### config.mk
export PLATFORM = sky130hd
export DESIGN_NAME = wb_regfile
export DESIGN_NICKNAME = d
export VERILOG_FILES = /design/src/rtl/wb_regfile.sv
export SDC_FILE = /design/constraint.sdc
export NUM_CORES = 2
export LEC_CHECK = 0
export BUFFER_PORTS_ARGS = -buffer_cell sky130_fd_sc_hd__buf_2
export CAP_MARGIN = 20
export CELL_PAD_IN_SITES_DETAIL_PLACEMENT = 0
export CELL_PAD_IN_SITES_GLOBAL_PLACEMENT = 1
export CORE_MARGIN = 5
export CORE_UTILIZATION = 35
export CTS_BUF_LIST = sky130_fd_sc_hd__clkbuf_2 sky130_fd_sc_hd__clkbuf_4 sky130_fd_sc_hd__clkbuf_8
export CTS_CLUSTER_SIZE = 28
export DETAILED_ROUTE_END_ITERATION = 7
export GPL_TIMING_DRIVEN = 0
export PLACE_DENSITY_LB_ADDON = 0.1
export SLEW_MARGIN = 20
export SYNTH_ARGS = -nofsm -noshare
export SYNTH_HDL_FRONTEND = slang
export SYNTH_SLANG_ARGS = --single-unit
### constraint.sdc
create_clock -name clk -period 6.9 [get_ports clk]
set_clock_uncertainty 0.2 [all_clocks]
set_input_delay 1.035 -clock clk [delete_from_list [all_inputs] [get_ports clk]]
set_output_delay 1.035 -clock clk [all_outputs]
set_load 0.05 [all_outputs]
### src/rtl/wb_regfile.sv
// wb_regfile - writeback stage of the pipeline.
//
// Picks the writeback value (load data or ALU result), commits it into a
// 32 x XLEN integer register file on the rising clock edge, and serves the
// two ID-stage read ports. A write presented in the current cycle is
// bypassed straight to the read ports, so ID never sees stale data.
//
// Ports
//   clk           pipeline clock, all state changes on posedge
//   rst           synchronous active-high reset
//   MemtoReg_wb   1: write MemDout_wb, 0: write ALUResult_wb
//   RegWrite_wb   writeback enable
//   MemDout_wb    load data from MEM/WB
//   ALUResult_wb  ALU result from MEM/WB
//   rdAddr_wb     destination register index
//   rs1Addr_id    read port 1 index
//   rs2Addr_id    read port 2 index
//   rs1Data_id    read port 1 data (combinational)
//   rs2Data_id    read port 2 data (combinational)
//   WriteData_wb  selected writeback value (EX forwarding source)
//   wbWrEn        a write actually commits this cycle
//   wbCount       number of committed writes, wraps silently
module wb_regfile #(
  parameter int NREG = 32,
  parameter int XLEN = 32
) (
  input  logic            clk,
  input  logic            rst,
  input  logic            MemtoReg_wb,
  input  logic            RegWrite_wb,
  input  logic [XLEN-1:0] MemDout_wb,
  input  logic [XLEN-1:0] ALUResult_wb,
  input  logic [4:0]      rdAddr_wb,
  input  logic [4:0]      rs1Addr_id,
  input  logic [4:0]      rs2Addr_id,
  output logic [XLEN-1:0] rs1Data_id,
  output logic [XLEN-1:0] rs2Data_id,
  output logic [XLEN-1:0] WriteData_wb,
  output logic            wbWrEn,
  output logic [31:0]     wbCount
);

  // x0 is not stored at all; reads of index 0 are forced to zero below.
  logic [XLEN-1:0] regs [1:NREG-1];

  assign WriteData_wb = MemtoReg_wb ? MemDout_wb : ALUResult_wb;

  // Reset gates the enable so a writeback arriving with rst is neither
  // committed nor bypassed.
  assign wbWrEn = RegWrite_wb & (rdAddr_wb != 5'd0) & ~rst;

  always_ff @(posedge clk) begin
    if (rst) begin
      for (int i = 1; i < NREG; i++) begin
        regs[i] <= '0;
      end
      wbCount <= '0;
    end else if (wbWrEn) begin
      regs[rdAddr_wb] <= WriteData_wb;
      wbCount         <= wbCount + 32'd1;
    end
  end

  always_comb begin
    rs1Data_id = '0;
    if (rs1Addr_id == 5'd0) begin
      rs1Data_id = '0;
    end else if (wbWrEn && (rs1Addr_id == rdAddr_wb)) begin
      rs1Data_id = WriteData_wb;
    end else begin
      rs1Data_id = regs[rs1Addr_id];
    end
  end

  always_comb begin
    rs2Data_id = '0;
    if (rs2Addr_id == 5'd0) begin
      rs2Data_id = '0;
    end else if (wbWrEn && (rs2Addr_id == rdAddr_wb)) begin
      rs2Data_id = WriteData_wb;
    end else begin
      rs2Data_id = regs[rs2Addr_id];
    end
  end

endmodule
==> flow_summary.ini <==
[clocking]
clk_pin_slew_ns = 0.05
cts_buffers = 194
htreeDepth = 4
clock-sinks = 1056
cts_tree = done
cts-resized-gates = 0
worstSkewPairLatency_ns = 0.93
cts_max_path_buffers = 3
hold_buffers = 0
cts_root_buf = clkbuf_8
post_cts.repair.setup_buffers = 0

[final_layout]
nets = 4936
area_growth_pct = 14.58
final_common_cell = nor2_1
fillCellCount = 15280
fin_area_mm2 = 0.06337
fin_util_pct = 40.43
drive_gt1_share_pct = 25.68
mostFrequentLayoutCells = 1137 x nor2_1, 1024 x edfxtp_1, 338 x mux2_2
regArea_mm2 = 0.03139
multi_input_area_mm2 = 0.02235

[timing]
fin_crit_ns = 6.957
rsz0062_at_grt = no
worst_slack_ns = -0.05691
hold_violations = 0
worst_slew_pin_slew_ns = 1.262
setup_viol = 1
slew_headroom_pct = 15.67
timing.fmax_ghz = 0.1437
holdWs_ns = 0.2962
fin_tns_setup_ns = -0.05691
slew_violations = 0
finalCritPeriodShare_pct = 100.8

[power_and_ir_drop]
power_density_mw_per_mm2 = 255.3
p_clk_share_pct = 37.5
combPwrFrac_pct = 15.8
max-vdd-ir-drop_v = 0.0001970
intPower_uw = 11390
power.switching_uw = 4789
total_power_uw = 16180
swShare_pct = 29.59
seq_power_share_pct = 46.7
p_leak_uw = 0.02252

[hold_path]
hold_path_end = wbCount[25]
hold_depth = 1
hp-start = wbCount[25]
hp-class = reg -> reg

[die]
die_h_um = 407.5
die_x_um = 407.5
start_util_pct = 35.28
die-area_mm2 = 0.1661
std_cell_rows = 145
core_area_mm2 = 0.1568
io_pins = 212

[synth]
ys_ff_latch = 1056
synth_edf_count = 1024
synthesis.area_mm2 = 0.05531
synth_top_area_cell = edfxtp_1
ys.flop_type = edfxtp_1
yosysWarnings = 0
synthCells = 4404
avgSynthCellArea_um2 = 12.56
ys_types = 50
seq_area_frac_synth_pct = 56.76
async_reset_ff_share_pct = 0
synthTopCellsByArea = edfxtp_1 56%, mux4_2 11%, nor2_1 7.7%
yosysTopAreaCellShare_pct = 55.60

[placed_design]
numPortBuffers = 204
dpl_cell_area_mm2 = 0.05958
hpwl_um = 180800
place_congestion = 0.9623

[worst_setup_path]
rr_endpoint = wbCount[14]
cp.depth = 9
setup.worst_path.end_class = output pin
arrival_ns = 5.72
crit_fanout = 10
r2r_cells = 7
crit_buf_inv = 4
critPathTopFamily = buffers and inverters
rr_startpoint = wbCount[3]
cp_slowest_stage_delay_ns = 0.90
start_kind = primary input
critical_path_class = in -> out
reg2reg_slack_ns = 4.35
path_cells = buf_2, buf_2, nand2b_1, clkbuf_1, o22ai_1, a211oi_1, nor4_1, a21oi_1, buf_2
setup.worst_path.start = rs1Addr_id[2]
cpMostUsedCell = buf_2
cp.required_ns = 5.66
slowest_stage = nand2b_1

[grt]
track_usage_pct = 29.03
grt_use_met1_pct = 38.41
grt_pass1_vias = 41730
overflow = 0
grt_pass1_wl_um = 334800
antenna_found_initial = 20
gr-usage-met2_pct = 44.68
met3_usage_pct = 6.404
top_usage_layer = met2
grt_max_degree = 33

[status]
outcome = finished, violations left
violations = setup timing

[route]
drt_iter0_drc = 4820
totalWireLength_um = 248100
drtAntennaViolNets = 0
wl_per_cell_um = 35.12
vias_per_cell = 5.870
vias = 41480
dr.pass1.iters = 8
drc = 0

[job]
drv_cap = 0
==> power groups by stage <==
stage | clock network, µW | logic, µW | registers [µW]
floorplan | 0 | 1490 | 7620
global placement | 0 | 2490 | 7680
detailed placement | 0 | 2520 | 7680
CTS | 6140 | 2530 | 7550
global route | 6420 | 2630 | 7590
finish | 6070 | 2550 | 7560
==> sequential cells by signal (all words and copies together) (netlist names) <==
signal / count
wbCount: 32
regs: 1024
==> layer usage <==
metal  up-vias  part of all wire, %
li1      17450                    -
met1     21420                   41
met2      2103                   45
met3       499                  8.4
met4         4                  6.1
met5         -                0.010
==> stage by stage <==
step,instances,setup slack (ns)
final,7065,-0.05691
after global routing,7060,0.1136
after CTS,7058,0.02838
after detailed placement,6714,0.07785
after global placement,6697,-0.3814
after floorplan,4435,2.265
==> cell type report <==
class | instances | share of cell area, %
clock inverters | 59 | 0.5785
well taps | 2058 | 4.063
multi-input cells | 2893 | 35.26
flip-flops and latches | 1056 | 49.53
plain buffers | 448 | 2.881
clock buffers | 285 | 5.341
diodes | 7 | 0.02764
repair buffers | 222 | 2.093
inverters | 37 | 0.2192
==> how the worst max path moves through the flow <==
| stage | slack, ns | endpoint |
|---|---|---|
| floorplan | 2.26 | rs1Data_id[23] |
| global placement | -0.38 | rs2Data_id[6] |
| detailed placement | 0.08 | rs1Data_id[15] |
| CTS | 0.03 | rs2Data_id[15] |
| global route | 0.11 | rs2Data_id[17] |
| finish | -0.06 | rs1Data_id[12] |
==> logic make-up after synthesis <==
| group | synth area share (%) |
|---|---|
| adder cells (fa/ha/maj) | 0.02262 |
| buffers and inverters | 3.497 |
| AND/OR/NAND/NOR | 11.16 |
| AO/OA/AOI/OAI | 6.022 |
| flip-flops | 56.76 |
| multiplexers | 22.13 |
| other | 0.006780 |
| XOR/XNOR | 0.4117 |
==> Yosys cell counts (9+ instances only) <==
library cell / number
a2111oi_0: 68
a211oi_1: 99
a21oi_1: 76
buf_1: 45
buf_2: 76
clkbuf_1: 324
dfxtp_1: 32
edfxtp_1: 1024
inv_1: 37
mux2_2: 338
mux2i_1: 255
mux4_2: 261
nand2_1: 49
nand2b_1: 42
nand3_1: 9
nor2_1: 1138
nor2b_1: 73
nor3_1: 34
nor4_1: 68
o21ai_0: 100
o22ai_1: 154
or3_1: 11
xnor2_1: 15
xor2_1: 11
==> worst reg2reg max path: stages (launching register included) <==
cell,delay (ns)
dfxtp_1,0.42
and4_4,0.28
nand4_1,0.12
or4_1,0.53
clkbuf_1,0.23
buf_2,0.25
or3_1,0.31
a21oi_1,0.13
(Power assumes the default switching activity.)
